File: src/rtl/bsg_tx.sv
// Serial transmitter: two latched payload bytes sent LSB-first between a start and a stop bit, CLKDIV cycles per bit.
// Frame starts the edge TXENABLE is seen in IDLE; only rst aborts a frame, and STOP always returns through one IDLE cycle.
module bsg_tx #(
  parameter int CLKDIV = 4
) (
  input  logic       clk,
  input  logic       rst,
  input  logic [2:0] controle1,
  input  logic [7:0] data1,
  input  logic [7:0] data2,
  output logic [4:0] controle2,
  output logic       tx_out,
  output logic       irq
);

  typedef enum logic [1:0] {IDLE, START, DATA, STOP} state_t;

  localparam logic [7:0] DivReload = 8'(CLKDIV - 1);

  state_t      state_q;
  logic [7:0]  div_q;
  logic [4:0]  idx_q;
  logic [15:0] shift_q;
  logic        tx_q;
  logic        busy_q;
  logic        par_q;
  logic [2:0]  cnt_q;
  logic        irq_q;
  logic        bit_done;

  assign bit_done = (div_q == 8'd0);

  always_ff @(posedge clk) begin
    if (rst) begin
      state_q <= IDLE;
      div_q   <= 8'd0;
      idx_q   <= 5'd0;
      shift_q <= 16'd0;
      tx_q    <= 1'b1;
      busy_q  <= 1'b0;
      par_q   <= 1'b0;
      cnt_q   <= 3'd0;
      irq_q   <= 1'b0;
    end else begin
      irq_q <= controle1[2] & controle1[1];
      case (state_q)
        IDLE: begin
          if (controle1[0]) begin
            state_q <= START;
            shift_q <= {data2, data1};
            busy_q  <= 1'b1;
            tx_q    <= 1'b0;
            div_q   <= DivReload;
          end
        end
        START: begin
          if (bit_done) begin
            state_q <= DATA;
            tx_q    <= shift_q[0];
            shift_q <= {1'b0, shift_q[15:1]};
            idx_q   <= 5'd0;
            div_q   <= DivReload;
          end else begin
            div_q <= div_q - 8'd1;
          end
        end
        DATA: begin
          if (bit_done) begin
            div_q <= DivReload;
            if (idx_q == 5'd15) begin
              state_q <= STOP;
              tx_q    <= 1'b1;
            end else begin
              // Bit for the next slot is already at shift_q[0].
              idx_q   <= idx_q + 5'd1;
              tx_q    <= shift_q[0];
              shift_q <= {1'b0, shift_q[15:1]};
            end
          end else begin
            div_q <= div_q - 8'd1;
          end
        end
        STOP: begin
          if (bit_done) begin
            state_q <= IDLE;
            busy_q  <= 1'b0;
            tx_q    <= 1'b1;
            par_q   <= ~par_q;
            cnt_q   <= cnt_q + 3'd1;
          end else begin
            div_q <= div_q - 8'd1;
          end
        end
        default: state_q <= IDLE;
      endcase
    end
  end

  assign controle2 = {cnt_q, par_q, busy_q};
  assign tx_out    = tx_q;
  assign irq       = irq_q;

endmodule

File: config.mk
export PLATFORM = sky130hd
export DESIGN_NAME = bsg_tx
export DESIGN_NICKNAME = d
export VERILOG_FILES = /design/src/rtl/bsg_tx.sv
export SDC_FILE = /design/constraint.sdc
export NUM_CORES = 1
export LEC_CHECK = 0
export CAP_MARGIN = 30
export CELL_PAD_IN_SITES_DETAIL_PLACEMENT = 1
export CELL_PAD_IN_SITES_GLOBAL_PLACEMENT = 2
export CORE_ASPECT_RATIO = 0.7
export CORE_MARGIN = 4
export CORE_UTILIZATION = 38
export DETAILED_ROUTE_END_ITERATION = 8
export DONT_BUFFER_PORTS = 1
export GPL_TIMING_DRIVEN = 0
export PLACE_DENSITY_LB_ADDON = 0.1
export SLEW_MARGIN = 20
export SYNTH_ARGS = -nofsm -noshare
export SYNTH_HDL_FRONTEND = slang
export SYNTH_SLANG_ARGS = --single-unit
File: constraint.sdc
create_clock -name clk -period 2.4 [get_ports clk]
set_input_delay 0.6 -clock clk [delete_from_list [all_inputs] [get_ports clk]]
set_output_delay 0.6 -clock clk [all_outputs]
set_load 0.01 [all_outputs]
==> results.md, run 1 <==
* Status: completed
* Antenna-violating nets left at 0
* P&R area growth vs syn at 12.0%
* Final worst-path cycle share at 93.8%
* Unrepaired setup endpoints after global routing: no
* Critical R2R Launch: state_q[0]
* Max stage delay on crit path at 0.48 ns
* Layout Utilization at between 40 and 50%
* Setup WS pre-CTS at -0.0419 ns
* Clock Latency Late Sink at 0.29 ns
* Initial antenna violation count at 0
* Setup TNS at 0 ns
* Capture point of the worst path: div_q[6]
* Synthesized area per cell at 9.08 µm²
* Vias in the first global route at ~1600
* Leak at around 0.00086 µW
* Via count at about 1600
* Layout Cells excl Fill at between 200 and 300
* Largest family of logic cells by synthesized area: compound AO/OA/AOI/OAI gates
* First-pass DRT Iterations at 4
* Worst Max-Slew Pin Slew at around 0.63 ns
* Cell Chain, Critical Path: inv_1 -> ha_1 -> nor2b_1 -> buf_1 -> a311oi_2 -> or4b_1 -> a21oi_1
* Worst slew margin at approximately 58%
* Std-Cell Rows at 21
* WL/cell at roughly 16 µm
* Max Cap Viol at 0
* Grt ovf at 0
* Gate count of the mapped netlist at 220
* Reg-to-reg slack, setup at between 0.1 and 0.15 ns
* Vias/cell at between 5 and 6
* R2R cell count at 7
* Total power at 3310 µW
* Startpoint types: flop
* Cell Pwr Density at 1480 mW/mm²
* First-pass GRT wire length at 7.78 mm
* Post-synth EDFFs at 0
* Core footprint at about 0.005 mm²
* Synth warnings at 0
* Tot GR Track Use at 15.6%
* IO Pins at 28
* Area leader, netlist: dfxtp_1
* HPWL after DPL at around 3.7 mm
* Synth Cell Area at ~0.0020 mm²
* Placed insts at ~290
* Antenna Cells at 0
* Type of the worst min-delay path: primary input to flop
* Critical Path AT at 2.47 ns
* WP data required at approximately 2.6 ns
* Synth area leaders: dfxtp_1, mux2i_1, a21oi_1, ha_1, a211oi_1
* CTS HTree Levels at 2
* Post-Synth Adder-Cell Area at under 10%
* Setup ws final at approximately 0.15 ns
* DRT iter0 DRCs at between 40 and 50
* Crit. Startpoint: state_q[0]
* Synth Area in XOR/XNOR at approximately 1.8%
* Synth Flop Type: dfxtp_1
* CTS Buffer Depth at 2
* Critical path type: flop to flop
* CTS clk-pin slew, worst paths at roughly 0.080 ns
* Share of layout cells above drive strength 1 at 10.5%
* Net count, final at ~260
* Max IR drop VDD at approximately 0.56 mV
* Gpl congestion at roughly 0.8
* Yosys top cell area share at roughly two fifths
* Port Buffers at 0
* Post-synthesis register bit count at 38
* Chip Height at between 60 and 70 µm
* Post-Synth Simple-Gate Area at about 17%
* Clk sinks at 38
* Crit end category: flop
* Multiplexer share of the synthesized area at 8.52%
* Worst Hold Depth at 2
* Worst Skew at ~0.0034 ns
* Netlist cell types at between 40 and 50
* Synth top cells by count: dfxtp_1, a21oi_1, mux2i_1, a211oi_1, nor2_1
* Chip width at ~95 µm
* Slew Viols, Final at 0
* CTS buffer count at 5
* Final setup viols at 0
* Most numerous cell in the Yosys netlist: dfxtp_1
* Reg-to-Reg End: div_q[6]
* Starting Density at 40.4%
* Min Tclk post-route at between 2 and 2.5 ns
* Hold Fails Final Rpt at 0
* CP max stage cell: or4b_1
* Compound-Gate Fraction of Synth Area at a little under a quarter
* Asr flop ratio synth at 0%
* Remaining DRCs at 0
* Sequential share of the synthesized area at between 30% and 40%
* Syn_nets at around 250
* WL final at 4.75 mm
* Die ar. at around 0.0065 mm²
* Max Clk Rate at 0.444 GHz
* CTS Root Cell: clkbuf_8
* Worst-path maximum fanout at 8
* Pin count of the biggest net entering global routing at 13
* TritonCTS clock tree: done
==> final cells by class <==
cell class / count / area [µm²]
Clock buffer: 6 / 82.6
Sequential cell: 38 / 761
Timing Repair Buffer: 2 / 15.0
Clock inverter: 2 / 60.1
Inverter: 7 / 26.3
Buffer: 15 / 76.3
Multi-Input combinational cell: 158 / 1130
Tap cell: 69 / 86.3
Fill cell: 596 / 2700
==> sequential cells by signal (all words and copies together), names as in the netlist <==
name / cells
par_q: 1
busy_q: 1
idx_q: 5
div_q: 8
irq: 1
tx_out: 1
cnt_q: 3
state_q: 2
shift_q: 16
==> stage by stage <==
step | cell area, µm² | hold WS, ns
floorplan | 2000 | 0.432
global placement | 2080 | 0.438
detailed placement | 2080 | 0.459
CTS | 2230 | 0.404
global route | 2240 | 0.404
finish | 2240 | 0.416
==> how the worst min path moves through the flow <==
stage,from,endpoint,slack (ns)
floorplan,idx_q[4],idx_q[4],0.43
global placement,idx_q[4],idx_q[4],0.44
detailed placement,idx_q[4],idx_q[4],0.46
CTS,controle1[1],irq,0.40
global route,controle1[1],irq,0.40
finish,controle1[1],irq,0.42
==> kinds of logic after synthesis <==
family / count (synthesis)
muxes: 17
and+or+nand+nor: 58
xor gates and xnor gates: 4
DFF: 38
buffers and inverters: 24
adders and majority gates: 10
AOI/OAI and AO/OA: 69
==> power by group <==
part	switching [µW]	internal, µW
clock	231	443
sequential	147	832
combinational	959	696
total	1340	1970
==> worst max-delay path: cells and delay by family (launching register included) <==
kind,cells,cell delay (ns)
DFF,1,0.40
AOI/OAI and AO/OA,2,0.61
adders and majority gates,1,0.24
and+or+nand+nor,2,0.62
buffers and inverters,2,0.33
==> what timing repair did <==
item                                    CTS  global route
hold buffers                              0             0
setup buffers                             0             2
endpoints found under the setup margin    9            12
pin swaps                                 0             0
gates resized for setup                   1             1
hold endpoints to repair                  0             0
==> routing by layer <==
metal	wire length [µm]	vias to the layer above	global-route usage, %
li1	-	822	-
met1	2430	780	20.8
met2	2040	28	23.1
met3	194	9	5.42
met4	86	0	5.94
met5	0	-	0
==> layout by cell type (no fill, tap or decap), types with 3 or more instances in the layout <==
cell type | netlist | layout
xor2_1 | 3 | 3
nor2_1 | 14 | 14
clkbuf_1 | 9 | 6
ha_1 | 10 | 10
clkbuf_8 | 0 | 6
mux2i_1 | 17 | 17
buf_2 | 3 | 3
a21oi_1 | 28 | 28
buf_4 | 4 | 6
a211oi_1 | 16 | 16
nand3_1 | 5 | 5
dfxtp_1 | 38 | 38
inv_1 | 7 | 7
o21ai_0 | 5 | 5
nand2_1 | 9 | 9
nor3_1 | 3 | 3
or3_1 | 6 | 6
Note: power is estimated with default switching activity, not from simulation.
==> run 2, diff against run 1 <==
SKIP_LAST_GASP = 1   (was unset)
==> results of run 2 <==
Same layout as run 1: the final DEF is identical, and so are final timing and power.
